`config.mk`:
```
export PLATFORM = sky130hd
export DESIGN_NAME = surf_layer_sched
export DESIGN_NICKNAME = d
export VERILOG_FILES = /design/src/rtl/surf_pkg.sv /design/src/rtl/surf_wr_reloc.sv /design/src/rtl/surf_layer_sched.sv
export SDC_FILE = /design/constraint.sdc
export NUM_CORES = 1
export LEC_CHECK = 0
export BUFFER_PORTS_ARGS = -buffer_cell sky130_fd_sc_hd__buf_2
export CORE_AREA = 5 5 104 106
export CTS_CLUSTER_DIAMETER = 40
export DETAILED_ROUTE_END_ITERATION = 6
export DIE_AREA = 0 0 109 111
export PLACE_DENSITY = 0.83
export SLEW_MARGIN = 20
export SYNTH_ARGS = -nofsm -noshare
export SYNTH_HDL_FRONTEND = slang
export SYNTH_SLANG_ARGS = --single-unit
```
`constraint.sdc`:
```
create_clock -name Clk -period 3.7 [get_ports Clk]
set_input_delay 0.37 -clock Clk [delete_from_list [all_inputs] [get_ports Clk]]
set_output_delay 0.37 -clock Clk [all_outputs]
set_load 0.02 [all_outputs]
```
`src/rtl/surf_pkg.sv`:
```
// Shared state encoding, image geometry and filter-size helper for the SURF layer scheduler.
// Pure declarations: no latency, no flow control.
package surf_pkg;

    typedef enum logic [2:0] {
        IDLE,
        SCAN,
        SETUP,
        GO,
        WAIT,
        NEXT,
        FINISH
    } state_t;

    localparam int unsigned SURF_COL   = 320;
    localparam int unsigned SURF_ROW   = 240;
    localparam int unsigned LAYER_SIZE = SURF_COL * SURF_ROW;

    localparam logic [5:0] SIZE_BASE = 6'd9;
    localparam logic [5:0] SIZE_STEP = 6'd6;

    // Constant-step adder chain; each layer widens the box filter by one step.
    function automatic logic [5:0] filter_size(input logic [1:0] layer);
        logic [5:0] sz;
        sz = SIZE_BASE;
        for (int i = 0; i < 3; i++) begin
            if (i < int'(layer)) sz = sz + SIZE_STEP;
        end
        return sz;
    endfunction

endpackage

```
`src/rtl/surf_wr_reloc.sv`:
```
// Relocates engine determinant writes into the current layer's region of shared memory.
// Latency: 1 cycle registered; no backpressure, writes outside the open window are dropped.
module surf_wr_reloc #(
    parameter int A_WIDTH  = 17,
    parameter int DA_WIDTH = 19,
    parameter int D_WIDTH  = 16
) (
    input  logic                Clk,
    input  logic                Rst,
    input  logic                Wr_Open,
    input  logic [DA_WIDTH-1:0] DBase,
    input  logic [A_WIDTH-1:0]  Eng_D_Addr,
    input  logic                Eng_O_En,
    input  logic                Eng_O_RW,
    input  logic [D_WIDTH-1:0]  Eng_Surf_Out,
    output logic [DA_WIDTH-1:0] Mem_Addr,
    output logic [D_WIDTH-1:0]  Mem_Data,
    output logic                Mem_We
);

    always_ff @(posedge Clk or negedge Rst) begin
        if (!Rst) begin
            Mem_Addr <= '0;
            Mem_Data <= '0;
            Mem_We   <= 1'b0;
        end else begin
            Mem_We <= Eng_O_En & Eng_O_RW & Wr_Open;
            // Address/data hold outside the window so the memory port stays quiet.
            if (Wr_Open) begin
                Mem_Addr <= DBase + DA_WIDTH'(Eng_D_Addr);
                Mem_Data <= Eng_Surf_Out;
            end
        end
    end

endmodule

```
`src/rtl/surf_layer_sched.sv`:
```
// Runs the determinant engine once per enabled scale layer with per-layer config and a watchdog.
// Latency: Done 6 cycles after Start on an empty mask; no backpressure, Abort wins over everything.
module surf_layer_sched
    import surf_pkg::*;
#(
    parameter int A_WIDTH    = 17,
    parameter int DA_WIDTH   = 19,
    parameter int D_WIDTH    = 16,
    parameter int COL        = SURF_COL,
    parameter int ROW        = SURF_ROW,
    parameter int NUM_LAYERS = 4,
    parameter int TIMEOUT    = 1048575
) (
    input  logic                  Clk,
    input  logic                  Rst,
    input  logic                  Start,
    input  logic                  Abort,
    input  logic [NUM_LAYERS-1:0] Layer_Mask,
    output logic                  Busy,
    output logic                  Done,
    output logic                  Err,
    output logic [1:0]            Cur_Layer,
    output logic                  Eng_Go,
    input  logic                  Eng_Done,
    output logic [5:0]            Eng_Size,
    output logic [5:0]            Eng_Margin,
    output logic [8:0]            Eng_EndI,
    output logic [8:0]            Eng_EndJ,
    output logic [3:0]            Eng_XBase,
    output logic [4:0]            Eng_XYBase,
    input  logic [A_WIDTH-1:0]    Eng_D_Addr,
    input  logic                  Eng_O_En,
    input  logic                  Eng_O_RW,
    input  logic [D_WIDTH-1:0]    Eng_Surf_Out,
    output logic [DA_WIDTH-1:0]   Mem_Addr,
    output logic [D_WIDTH-1:0]    Mem_Data,
    output logic                  Mem_We
);

    localparam int                  WD_W    = $clog2(TIMEOUT + 1);
    localparam logic [WD_W-1:0]     WD_MAX  = WD_W'(TIMEOUT);
    localparam logic [DA_WIDTH-1:0] DB_STEP = DA_WIDTH'(COL * ROW);
    localparam logic [1:0]          LAST    = 2'(NUM_LAYERS - 1);
    localparam logic [8:0]          END_I0  = 9'(ROW + 1);
    localparam logic [8:0]          END_J0  = 9'(COL + 1);

    state_t                  state;
    logic [NUM_LAYERS-1:0]   mask_q;
    logic [1:0]              layer_q;
    logic [DA_WIDTH-1:0]     dbase_q;
    logic [WD_W-1:0]         wd_q;
    logic [5:0]              size_w;
    logic                    wr_open;

    assign size_w  = filter_size(layer_q);
    assign wr_open = (state == WAIT);

    always_ff @(posedge Clk or negedge Rst) begin
        if (!Rst) begin
            state      <= IDLE;
            mask_q     <= '0;
            layer_q    <= '0;
            dbase_q    <= '0;
            wd_q       <= '0;
            Busy       <= 1'b0;
            Done       <= 1'b0;
            Err        <= 1'b0;
            Cur_Layer  <= '0;
            Eng_Go     <= 1'b0;
            Eng_Size   <= '0;
            Eng_Margin <= '0;
            Eng_EndI   <= '0;
            Eng_EndJ   <= '0;
            Eng_XBase  <= '0;
            Eng_XYBase <= '0;
        end else begin
            Eng_Go <= 1'b0;
            Done   <= 1'b0;
            if (Abort && state != IDLE) begin
                state <= IDLE;
                Busy  <= 1'b0;
            end else begin
                case (state)
                    IDLE: begin
                        if (Start) begin
                            mask_q  <= Layer_Mask;
                            Err     <= 1'b0;
                            Busy    <= 1'b1;
                            layer_q <= '0;
                            dbase_q <= '0;
                            state   <= SCAN;
                        end
                    end
                    SCAN: begin
                        if (mask_q[layer_q]) begin
                            state <= SETUP;
                        end else if (layer_q == LAST) begin
                            state <= FINISH;
                        end else begin
                            layer_q <= layer_q + 2'd1;
                            dbase_q <= dbase_q + DB_STEP;
                        end
                    end
                    SETUP: begin
                        // Config lands a full cycle ahead of the go pulse.
                        Eng_Size   <= size_w;
                        Eng_Margin <= {1'b0, size_w[5:1]};
                        Eng_EndI   <= END_I0 - {3'b000, size_w};
                        Eng_EndJ   <= END_J0 - {3'b000, size_w};
                        Eng_XBase  <= {2'b00, layer_q};
                        Eng_XYBase <= {3'b000, layer_q};
                        Cur_Layer  <= layer_q;
                        state      <= GO;
                    end
                    GO: begin
                        Eng_Go <= 1'b1;
                        wd_q   <= '0;
                        state  <= WAIT;
                    end
                    WAIT: begin
                        if (Eng_Done) begin
                            state <= NEXT;
                        end else if (wd_q == WD_MAX) begin
                            Err   <= 1'b1;
                            state <= FINISH;
                        end else begin
                            wd_q <= wd_q + 1'b1;
                        end
                    end
                    NEXT: begin
                        if (layer_q == LAST) begin
                            state <= FINISH;
                        end else begin
                            layer_q <= layer_q + 2'd1;
                            dbase_q <= dbase_q + DB_STEP;
                            state   <= SCAN;
                        end
                    end
                    FINISH: begin
                        Done  <= 1'b1;
                        Busy  <= 1'b0;
                        state <= IDLE;
                    end
                    default: state <= IDLE;
                endcase
            end
        end
    end

    surf_wr_reloc #(
        .A_WIDTH  (A_WIDTH),
        .DA_WIDTH (DA_WIDTH),
        .D_WIDTH  (D_WIDTH)
    ) u_wr_reloc (
        .Clk          (Clk),
        .Rst          (Rst),
        .Wr_Open      (wr_open),
        .DBase        (dbase_q),
        .Eng_D_Addr   (Eng_D_Addr),
        .Eng_O_En     (Eng_O_En),
        .Eng_O_RW     (Eng_O_RW),
        .Eng_Surf_Out (Eng_Surf_Out),
        .Mem_Addr     (Mem_Addr),
        .Mem_Data     (Mem_Data),
        .Mem_We       (Mem_We)
    );

endmodule

```
# --- Word-level counts from Yosys, hierarchy flattened ---
# Cells that the tools add are included.
word_totals:
  output_inout_bits: 81
  ff_bits: 119
  wordCells: 97
op_classes:
  eq_ne: 16
  add_sub_neg: 8
  muxes: 35
  reduce_logical: 14
  magnitude_cmp: 4
  n_bitwise: 3
op_table:
  columns: ["operator", "count"]
  rows:
  - ["19-bit two-way mux", 3]
  - ["19-bit one-hot mux with 3 select lines", 1]
  - ["20-bit two-way mux", 2]
  - ["20-bit one-hot mux with 2 select lines", 1]
  - ["3-bit two-way mux", 8]
  - ["20-bit by 1-bit adder with 20-bit output (second input constant)", 1]
  - ["20-bit == test (second input constant)", 1]
  - ["19-bit by 17-bit adder with 19-bit output", 1]
  - ["19-bit by 17-bit adder with 19-bit output (second input constant)", 1]
  - ["3-bit one-hot mux with 6 select lines", 1]
  - ["6-bit by 3-bit adder with 6-bit output (second input constant)", 2]
  - ["6-bit two-way mux", 2]
  - ["1-bit two-way mux", 10]
  - ["2-bit != test (second input constant)", 5]
  - ["3-bit == test (second input constant)", 3]
  - ["3-bit nonzero test", 3]
  - ["8-bit by 6-bit subtractor with 9-bit output (first input constant)", 1]
  - ["9-bit by 6-bit subtractor with 9-bit output (first input constant)", 1]
  - ["4-bit != test (second input constant)", 2]
  - ["4-bit AND reduction", 2]
  - ["3-bit by 2-bit == test with 1-bit output (second input constant)", 2]
  - ["2-bit two-way mux", 3]
  - ["2-bit one-hot mux with 3 select lines", 1]
  - ["3-bit AND reduction", 2]
  - ["16 further kinds", 21]

# --- Logic depth before layout (Yosys ltp) ---
# Gate-level depths: netlist (run 1).
logic_depth:
  word_depth: 7
  ltp_mapped: 7
  depth_no_buf: 7

# --- Modules after synthesis ---
# Synthesis (run 1) repeated with hierarchy kept, for this count alone.
hier_totals:
  hier_cells: 581
  area_unflattened_um2: 5561.6
modules_own_cells:
  columns: ["module", "cells_per_inst", "seq_area_each_um2", "area_per_inst_um2", "instances"]
  rows:
  - ["surf_layer_sched", 349, 1451.4, 3199.3, 1]
  - ["surf_wr_reloc", 232, 900.9, 2362.3, 1]

# --- Worst setup path before layout (run 1) ---
# OpenSTA, ideal clock, no wires.
synth_path:
  path_kind: "flip-flop to flip-flop"
  from: "register layer_q[0]"
  to: "register dbase_q[14]"
  stages_incl_launch_ff: 7
  t_required_ns: 3.574
  arrival_time_ns: 2.006
  synth_period_minus_slack_ns: 2.132
  setup_ns: 0.126
  setup_slack_ns: 1.568
  path_cell_list: "dfrtp_1 > ha_1 > or4b_1 > a21o_1 > buf_2 > and2_1 > a221o_1"
synth_via:
  elab_chain_len: 4
  word_cells_on_any_way: 8
  classes_between: "2 x eq/ne; 5 x mux; 1 x reduce/logical"
synth_rtl:
  columns: ["item", "line_no", "source"]
  rows:
  - ["start, declared", "surf_layer_sched.sv:49", "logic [1:0] layer_q;"]
  - ["start signal, assigned", "surf_layer_sched.sv:100", "layer_q <= layer_q + 2'd1;"]
  - ["start signal, assigned", "surf_layer_sched.sv:134", "layer_q <= layer_q + 2'd1;"]
  - ["1-bit binary-select mux with 2-bit select / 2-bit == test (equally long branches)", "surf_layer_sched.sv:95, surf_layer_sched.sv:97, surf_layer_sched.sv:131", null]
  - ["1-bit two-way mux (not written as such) / 19-bit two-way mux (equally long branches)", null, null]
  - ["2-bit != test (no source line) / 19-bit two-way mux (equally long branches)", null, null]
  - ["4-bit AND reduction (no source line) / 19-bit one-hot mux with 3 select lines (equally long branches)", null, null]
  - ["end signal, assigned", "surf_layer_sched.sv:101", "dbase_q <= dbase_q + DB_STEP;"]
  - ["end signal, assigned", "surf_layer_sched.sv:135", "dbase_q <= dbase_q + DB_STEP;"]
  - ["end, declared", "surf_layer_sched.sv:50", "logic [DA_WIDTH-1:0] dbase_q;"]
# Several ways; a longest one is shown, not always the timed one. The select of a mux whose other input is x is not followed.
# A chain may end at the register's enable or synchronous reset.

# --- Final worst setup path (run 1) ---
layout_path:
  from: "register wd_q[0]"
  to: "register wd_q[8]"
layout_via:
  elab_chain_len: 4
  word_cells_on_any_way: 7
  classes_between: "1 x add/sub; 2 x eq/ne; 3 x mux; 1 x reduce/logical"
layout_rtl:
  columns: ["item", "line_no", "source"]
  rows:
  - ["start, declared", "surf_layer_sched.sv:51", "logic [WD_W-1:0] wd_q;"]
  - ["start signal, assigned", "surf_layer_sched.sv:127", "wd_q <= wd_q + 1'b1;"]
  - ["20-bit by 1-bit adder with 20-bit output", "surf_layer_sched.sv:127", null]
  - ["20-bit two-way mux", "surf_layer_sched.sv:123", "end else if (wd_q == WD_MAX) begin"]
  - ["20-bit two-way mux", "surf_layer_sched.sv:121", "if (Eng_Done) begin"]
  - ["20-bit one-hot mux with 2 select lines", "surf_layer_sched.sv:83", "case (state)"]
# Several ways; a longest one is shown, not always the timed one. The select of a mux whose other input is x is not followed.

==> impl_metrics.toml, run 1 <==
[power]
powerDensity_nw_per_um2 = 801
p_total_mw = 4.36
p_switching_mw = 1.90
combPwrFrac_pct = 43.6
p_clk_share_pct = 17.9
p_leak_nw = 2.80
ir_drop_uv = 398
switching_share_pct = 43.7
internal_power_mw = 2.46
p_seq_share_pct = 38.5

[clock_tree]
clockBufferDepth = 2
clock_sinks = 94
h-tree-depth = 3
clk_pin_slew_ns = 0.10
clockRootBuffer = "clkbuf_8"
postCtsHoldBufs = 0
cts_setup_buffers = 0
cts_resized = 0
cts_tree = "built"
cts_buffers = 9
insertion_delay_ns = 0.36

[sta]
fin_skew_ns = 0.0125
tns_ns = 0
rsz0062_at_grt = "false"
hold_viol = 0
drv_slew = 0
tightest_slew_ns = 0.876
maxSlewHeadroom_pct = 41.6
max_freq_mhz = 403
setup_viol = 0
worst_slack_ns = 1.22
fin_crit_ns = 2.48
period_share_pct = 67.0
hold_ws_ns = 0.102

[floorplan]
die_w_um = 109
num_rows = 36
die_area_sq_um = 12100
die_h_um = 111
start_util_pct = 48.4
design.core.area_sq_um = 9680
pin_count = 125

[logic_synthesis]
syn_area_sq_um = 4690
netlist.area_leader.share_pct = 50.2
synth_edf_count = 0
synth_flop_cell = "dfrtp_1"
yosys-top-cells-area = "dfrtp_1, nand2_1, buf_4"
synth_top_area_cell = "dfrtp_1"
synthArstFlopShare_pct = 100
yosysWarnings = 0
ys_seq_area_share_pct = 50.2
synthCells = 503
synth_cell_types = 52
avgSynthCellArea_sq_um = 9.32
synth_seq_cells = 94

[finish]
area_growth_syn_to_layout_pct = 16.0
final_nets = 654
post-route-util_pct = 56.2
antennaDiodeCount = 0
drive_above_1_share_pct = 24.3
layout_common_cells = "nand2_1, buf_2, dfrtp_1, o21ai_0, nor2_1"
final_common_cell = "nand2_1"

[grt]
grt_pass1_vias = 3580
antenna_found_initial = 0
grt_usage_pct = 17.1
grt_pass1_wl_um = 16800
gr-total-overflow = 0
grt_max_degree = 72

[routing]
routedWlPerCell_um = 14.0
detail-route-antenna-nets = 0
drc = 0
viasPerCell = 5.26
drt_wl_total_um = 10300
vias = 3863
drt-initial-drc-count = 203
firstDrtPassIters = 4

[critical_path]
r2r_start = "wd_q[0]"
reg2reg_slack_ns = 1.22
worstReg2RegEnd = "wd_q[8]"
start_kind = "flop"
path_class = "reg2reg"
cp-end-kind = "flop"
reg2reg_depth = 6
cp_max_fo = 16
required_ns = 3.94
cp.arrival_ns = 2.72
crit_path_max_incr_delay_ns = 0.53
crit_chain = "ha_1 -> nand3_2 -> nor4_4 -> a31oi_2 -> and3_1 -> a211o_1"
cpMaxStageDelayCell = "nor4_4"

[placement]
hpwl_um = 7500
place_worst_setup_slack_ns = 1.26
port_buffers = 114
place_congestion = 0.825

[flow_run]
maxCapViolCount = 0

[hold_path]
hold_path.class = "in2async"

[outcome]
outcome = "complete, no violations"
-- through the flow --
step                std cells  instance area, sq um
floorplan                 512                  4720
global placement          718                  5210
detailed placement        718                  5210
CTS                       734                  5440
global route              734                  5440
finish                    734                  5440
-- layout make-up --
type | count | area [sq um]
multi-input combinational | 364 | 2050
fill | 834 | 4240
sequential | 94 | 2350
clock inverter | 7 | 106
inverter | 9 | 33.8
tap | 133 | 166
timing repair buffer | 118 | 603
clock buffer | 9 | 124
-- flip-flops by register name (all words and copies together), names as in the netlist --
| name | count |
|---|---|
| u_wr_reloc.Mem_Addr | 19 |
| Done | 1 |
| Busy | 1 |
| Err | 1 |
| mask_q | 4 |
| dbase_q | 9 |
| Eng_XYBase | 2 |
| Eng_Size | 6 |
| Eng_Go | 1 |
| u_wr_reloc.Mem_Data | 16 |
| wd_q | 20 |
| Eng_EndJ | 3 |
| layer_q | 2 |
| Eng_EndI | 5 |
| state | 3 |
| u_wr_reloc.Mem_We | 1 |
-- worst max-delay path by stage --
| stage | slack [ns] | to | depth (start not counted) | start |
|---|---|---|---|---|
| after floorplan | 1.57 | dbase_q[14] | 6 | layer_q[0] |
| after global placement | 1.40 | dbase_q[14] | 5 | layer_q[0] |
| after detailed placement | 1.26 | wd_q[8] | 6 | wd_q[0] |
| after CTS | 1.24 | wd_q[8] | 6 | wd_q[0] |
| after global routing | 1.04 | wd_q[8] | 6 | wd_q[0] |
| final | 1.22 | wd_q[8] | 6 | wd_q[0] |
-- logic make-up after synthesis --
kind of cell             share of synthesized area (%)
flip-flops                                        50.2
buffers and inverters                             6.86
AND/OR/NAND/NOR                                   20.9
multiplexers                                     0.480
adder cells (fa/ha/maj)                           3.74
AO/OA/AOI/OAI                                     15.7
other                                           0.0800
XOR/XNOR                                          2.05
-- critical path: cells and delay by family (launching register included) --
family	cells	cell delay [ns]
AND/OR/NAND/NOR	3	1.00
AO/OA/AOI/OAI	2	0.70
adder cells (fa/ha/maj)	1	0.25
flip-flops	1	0.40
-- power groups by stage --
stage / sequential [mW] / clock, mW / combinational (mW)
after floorplan: 1.97 / 0 / 1.11
after global placement: 1.67 / 0 / 1.86
after detailed placement: 1.70 / 0 / 1.92
after CTS: 1.68 / 0.793 / 1.92
after global routing: 1.73 / 0.846 / 2.10
final: 1.68 / 0.781 / 1.90
-- cells in the mapped netlist (2+ instances only) --
library cell and number:
nand2_1 132, dfrtp_1 94, o21ai_0 35, buf_4 25, nor2_1 21, a21oi_1 17, a31oi_1 17, nand3_1 16
clkbuf_1 15, ha_1 14, inv_1 9, nor3_1 9, o31ai_1 9, a21o_1 7, nand2b_1 7, xnor2_1 7
and3_1 6, o21a_1 6, o211ai_1 4, xor2_1 4, a211o_1 3, a41oi_1 3, and2_1 3, buf_6 3
nand3_2 3, a21boi_0 2, a2bb2oi_1 2, buf_2 2, nand4_1 2, nor2b_1 2, nor3b_1 2, nor4_4 2
-- metal layers --
metal	wire [um]	share of wire, %	GRT usage [%]	up-vias
met4	99	0.96	4.63	0
met1	4470	43	21.9	1840
met3	571	5.5	4.02	10
li1	-	-	-	1890
met2	5160	50	28.6	123
met5	0	0	0	-
Power figures use the tool's default switching activity.
==> run 2: changes to the inputs <==
==> constraint.sdc (replaced) <==
create_clock -name Clk -period 2.3 [get_ports Clk]
set_input_delay 0.23 -clock Clk [delete_from_list [all_inputs] [get_ports Clk]]
set_output_delay 0.23 -clock Clk [all_outputs]
set_load 0.02 [all_outputs]
==> impl_metrics.toml, run 2 (synthesis results as in run 1) <==
[finish]
layout_common_cells = "nand2_1, buf_2, dfrtp_1, o21ai_0, nor2_1"
n_fill_cell = 854
design_area_sq_um = 5540
final_common_cell = "nand2_1"
drive_above_1_share_pct = 25.4
regArea_sq_um = 2350
antennaDiodeCount = 0
area_growth_syn_to_layout_pct = 18.2
multi_input_area_sq_um = 2060
post-route-util_pct = 57.2
largest_reg_flops = 20
final_nets = 668
regMostFlops = "wd_q"
largest_registers = "wd_q: 20 flops, u_wr_reloc.Mem_Addr: 19 flops, u_wr_reloc.Mem_Data: 16 flops"

[critical_path]
cp.arrival_ns = 2.37
cp_max_fo = 9
worst_path_dominant_cell_family = "compound AO/OA/AOI/OAI gates"
start_kind = "flop"
path_buf_inv = 2
cp-end-kind = "flop"
r2r_start = "wd_q[0]"
crit_top_cell = "buf_4"
required_ns = 2.53
cpMaxStageDelayCell = "dfrtp_1"
crit_path_max_incr_delay_ns = 0.39
startpoint = "wd_q[0]"
crit_chain = "ha_1 -> nand3_2 -> nor4_4 -> buf_4 -> a31oi_2 -> buf_4 -> a41oi_1 -> a31oi_1"
path_class = "reg2reg"

[routing]
firstDrtPassIters = 4
drc = 0
routedWlPerCell_um = 14.4
vias = 3978
viasPerCell = 5.32
drt_wl_total_um = 10800
drt-initial-drc-count = 224
detail-route-antenna-nets = 0

[sta]
maxSlewHeadroom_pct = 62.8
period_share_pct = 93.0
tightest_slew_ns = 0.558
fin_crit_ns = 2.14
setup_viol = 0
hold_ws_ns = 0.0548
rsz0062_at_grt = "false"
drv_slew = 0
fin_skew_ns = 0.00862
tns_ns = 0
max_freq_mhz = 467
hold_viol = 0

[grt]
grt_pass1_vias = 3887
grt_pass1_wl_um = 17800
met3_usage_pct = 4.19
grt_usage_pct = 18.0
top_usage_layer = "met2"
grt_util_met1_pct = 21.6
grt_max_degree = 60
met2_usage_pct = 31.4
gr-total-overflow = 0
antenna_found_initial = 0

[clock_tree]
insertion_delay_ns = 0.36
clock_sinks = 94
clockRootBuffer = "clkbuf_8"
h-tree-depth = 3
cts_buffers = 9
clockBufferDepth = 2
clk_pin_slew_ns = 0.09
cts_tree = "built"

[floorplan]
num_rows = 36
die_w_um = 109
design.core.area_sq_um = 9680
die_h_um = 111
pin_count = 125
die_area_sq_um = 12100
start_util_pct = 48.4

[outcome]
outcome = "complete, no violations"

[hold_path]
hold_path.class = "in2reg"
min-delay-start = "Eng_D_Addr[0]"

[placement]
place_congestion = 0.849
hpwl_um = 7980
port_buffers = 114
place_area_sq_um = 5310

[power]
powerDensity_nw_per_um2 = 1250
p_total_mw = 6.95
p_leak_nw = 2.87
ir_drop_uv = 560

[flow_run]
maxCapViolCount = 0
-- run 2: cell count changes in the layout (fill, tap and decap cells not counted), sizes merged --
cell,delta
clkbuf,+4
bufinv,-1
clkinv,+1
inv,-2
clkinvlp,-2
dlygate4sd3,+1
buf,+13
-- run 2: worst register-to-register path, cell delays in order, from the launching register on --
cell,delay (ns)
dfrtp_1,0.39
ha_1,0.26
nand3_2,0.18
nor4_4,0.30
buf_4,0.18
a31oi_2,0.21
buf_4,0.24
a41oi_1,0.20
a31oi_1,0.06
-- run 2: path summary, 6_finish.rpt --
path | endpoint | slack, ns | cells past startpoint
max in group asynchronous | wd_q[18] | 1.26 | 3
setup / recovery | wd_q[12] | 0.16 | 8
setup reg to reg | wd_q[12] | 0.16 | 8
hold / removal | u_wr_reloc.Mem_Addr[0] | 0.05 | 3
min in group asynchronous | u_wr_reloc.Mem_Addr[17] | 0.37 | 2
hold reg to reg | Eng_EndI[6] | 0.47 | 1
-- run 2: layer usage --
| layer | vias to the layer above | routed length [um] |
|---|---|---|
| li1 | 1921 | - |
| met5 | - | 0 |
| met3 | 17 | 677 |
| met2 | 129 | 5570 |
| met1 | 1911 | 4330 |
| met4 | 0 | 204 |
-- run 2: cell type report --
class	count	area share, %
clock buffer	13	2.69
timing repair buffer	132	13.3
multi-input combinational	364	37.2
inverter	9	0.609
clock inverter	3	0.790
sequential	94	42.4
tap	133	3.00
-- run 2: metrics by stage --
stage	setup slack, ns	instances
2_1_floorplan	0.168	512
3_3_place_gp	0.243	728
3_5_place_dp	0.0664	728
4_1_cts	0.0827	745
5_1_grt	0.0590	748
6_report	0.161	748
-- run 2: what timing repair did --
item                       in CTS  in global routing
setup buffers                   0                  3
setup endpoints to repair       0                 14
hold buffers                    1                  0
gates resized for setup         0                  1
hold endpoints to repair       35                  0
-- run 2: power breakdown --
group          switching (mW)  internal [mW]
Clock                   0.560          0.535
Combinational            2.07           1.16
Sequential              0.395           2.24
==> run 3: changes to the inputs <==
--- a/config.mk
+++ b/config.mk
@@ -5,12 +5,13 @@
 export SDC_FILE = /design/constraint.sdc
 export NUM_CORES = 1
 export LEC_CHECK = 0
+export ABC_AREA = 1
 export BUFFER_PORTS_ARGS = -buffer_cell sky130_fd_sc_hd__buf_2
-export CORE_AREA = 5 5 104 106
+export CORE_AREA = 5 5 108 110
 export CTS_CLUSTER_DIAMETER = 40
 export DETAILED_ROUTE_END_ITERATION = 6
-export DIE_AREA = 0 0 109 111
-export PLACE_DENSITY = 0.83
+export DIE_AREA = 0 0 113 115
+export PLACE_DENSITY = 0.82
 export SLEW_MARGIN = 20
 export SYNTH_ARGS = -nofsm -noshare
 export SYNTH_HDL_FRONTEND = slang
==> constraint.sdc (replaced) <==
create_clock -name Clk -period 2.2 [get_ports Clk]
set_input_delay 0.22 -clock Clk [delete_from_list [all_inputs] [get_ports Clk]]
set_output_delay 0.22 -clock Clk [all_outputs]
set_load 0.02 [all_outputs]
==> impl_metrics.toml, run 3 <==
[power]
p_leak_nw = 3.23
powerDensity_nw_per_um2 = 1240
p_total_mw = 7.25
ir_drop_uv = 673

[sta]
fin_skew_ns = 0.00745
tightest_slew_ns = 0.517
max_freq_mhz = 508
period_share_pct = 89.5
drv_slew = 0
tns_ns = 0
maxSlewHeadroom_pct = 65.5
rsz0062_at_grt = "false"
fin_crit_ns = 1.97
hold_viol = 0
setup_viol = 0

[routing]
drc = 0
firstDrtPassIters = 4
drt_wl_total_um = 11600
drt-initial-drc-count = 201
viasPerCell = 4.84
detail-route-antenna-nets = 0
vias = 4411
routedWlPerCell_um = 12.7

[clock_tree]
h-tree-depth = 3
clockRootBuffer = "clkbuf_8"
insertion_delay_ns = 0.36
clockBufferDepth = 2
cts_setup_buffers = 0
clock_sinks = 94
cts_buffers = 9
clk_pin_slew_ns = 0.09
cts_tree = "built"

[grt]
gr-total-overflow = 0
grt_usage_pct = 17.8
grt_pass1_vias = 4029
met2_usage_pct = 28.0
grt_util_met1_pct = 24.5
antenna_found_initial = 0
grt_pass1_wl_um = 19000
met3_usage_pct = 4.68
grt_max_degree = 50
top_usage_layer = "met2"

[floorplan]
design.core.area_sq_um = 10600
start_util_pct = 47.7
num_rows = 38
die_h_um = 115
die_w_um = 113
die_area_sq_um = 13000
pin_count = 125

[critical_path]
cp_max_fo = 13
cp.arrival_ns = 2.21
reg2reg_depth = 7
cpMaxStageDelayCell = "dfrtp_1"
worstReg2RegEnd = "dbase_q[11]"
crit_path_max_incr_delay_ns = 0.46
start_kind = "flop"
r2r_start = "layer_q[0]"
path_class = "reg2reg"
reg2reg_slack_ns = 0.23
required_ns = 2.44
crit_chain = "ha_1 -> inv_1 -> nor2_1 -> nor2_1 -> nand3_1 -> inv_1 -> o22ai_1"
cp-end-kind = "flop"

[logic_synthesis]
yosys-top-cells-area = "dfrtp_1, nand2_1, nand3_1"
avgSynthCellArea_sq_um = 7.59
ys_seq_area_share_pct = 46.5
synthCells = 666
syn_area_sq_um = 5060
yosysMostFrequentCell = "nand2_1"
netlist.area_leader.share_pct = 46.5
yosysWarnings = 0
synth_seq_cells = 94
synth_top_area_cell = "dfrtp_1"
synth_edf_count = 0
synthTopCellsByCount = "nand2_1, dfrtp_1, nor2_1"
synth_flop_cell = "dfrtp_1"
synth_cell_types = 37
synthArstFlopShare_pct = 100

[finish]
regMostFlops = "wd_q"
final_nets = 825
final_common_cell = "nand2_1"
layout_common_cells = "nand2_1, buf_2, dfrtp_1, nor2_1, nand3_1"
drive_above_1_share_pct = 20.4
instances_no_fill = 911
largest_reg_flops = 20
area_growth_syn_to_layout_pct = 15.8
largest_registers = "wd_q: 20 flops, u_wr_reloc.Mem_Addr: 19 flops, u_wr_reloc.Mem_Data: 16 flops"
post-route-util_pct = 55.2
design_area_sq_um = 5850
antennaDiodeCount = 0

[hold_path]
hold_path.class = "in2reg"
min-delay-start = "Eng_Surf_Out[2]"
holdPathEnd = "u_wr_reloc.Mem_Data[2]"
whs_path_depth = 3

[placement]
port_buffers = 114
place_congestion = 0.884
place_inst = 895
hpwl_um = 8520
place_area_sq_um = 5640

[outcome]
outcome = "complete, no violations"

[flow_run]
maxCapViolCount = 0
## run 3: changes by cell type in the layout (fill, tap and decap cells not counted), moves of 7 or more
cell | previous run | this run
nand2_1 | 132 | 269
inv_1 | 9 | 48
nor2_1 | 21 | 57
nand3_1 | 16 | 49
a31oi_1 | 17 | 1
o21ai_0 | 35 | 20
buf_4 | 16 | 6
a21oi_1 | 17 | 10
nand2b_1 | 7 | 0
o31ai_1 | 9 | 2
## run 3: metal layers
| metal | wire, um | vias up | part of all wire [%] |
|---|---|---|---|
| met5 | 0 | - | 0 |
| met4 | 97 | 0 | 0.84 |
| met3 | 773 | 10 | 6.7 |
| met2 | 5310 | 115 | 46 |
| met1 | 5400 | 2019 | 47 |
| li1 | - | 2267 | - |
## run 3: critical path: cells and delay by family (launching register included)
kind | cells | cell delay [ns]
AOI/OAI and AO/OA | 1 | 0.10
adders and majority gates | 1 | 0.28
buffers and inverters | 2 | 0.42
DFF | 1 | 0.46
and+or+nand+nor | 3 | 0.60
## run 3: repair_timing
action,CTS,global route
resized for setup,0,2
setup endpoints to repair,0,11
hold buffers,1,0
hold endpoints to repair,37,0
## run 3: worst max-delay path by stage
| stage | slack (ns) | start | cells past startpoint | to |
|---|---|---|---|---|
| 6_report | 0.23 | layer_q[0] | 7 | dbase_q[11] |
| 3_3_place_gp | 0.22 | wd_q[0] | 8 | wd_q[19] |
| 3_5_place_dp | 0.18 | wd_q[0] | 8 | wd_q[19] |
| 5_1_grt | 0.03 | state[1] | 8 | layer_q[1] |
| 4_1_cts | 0.17 | wd_q[0] | 8 | wd_q[19] |
| 2_1_floorplan | 0.59 | wd_q[0] | 9 | wd_q[14] |
## run 3: layout make-up
cell class | count | area [sq um]
Multi-Input combinational cell | 488 | 2290
Sequential cell | 94 | 2350
Clock buffer | 12 | 155
Tap cell | 140 | 175
Clock inverter | 3 | 43.8
Inverter | 53 | 199
Timing Repair Buffer | 121 | 641
Fill cell | 997 | 4750
## run 3: where the power goes
| part | internal, mW | switching, mW | leakage, nW | total [mW] |
|---|---|---|---|---|
| combinational | 1.12 | 2.20 | 1.93 | 3.32 |
| clock | 0.583 | 0.588 | 0.102 | 1.17 |
| sequential | 2.32 | 0.436 | 1.20 | 2.76 |
## run 3: logic make-up after synthesis
| kind of cell | synth area share [%] |
|---|---|
| xor gates and xnor gates | 2.60 |
| adders and majority gates | 3.46 |
| and+or+nand+nor | 32.5 |
| other | 0.0741 |
| AOI/OAI and AO/OA | 4.92 |
| muxes | 0.891 |
| DFF | 46.5 |
| buffers and inverters | 9.03 |
## run 3: stage by stage
stage	hold slack [ns]	setup WS, ns
after floorplan	-0.0756	0.592
after global placement	0.226	0.221
after detailed placement	0.230	0.183
after CTS	0.0317	0.171
after global routing	0.0453	0.0257
final	0.0561	0.231
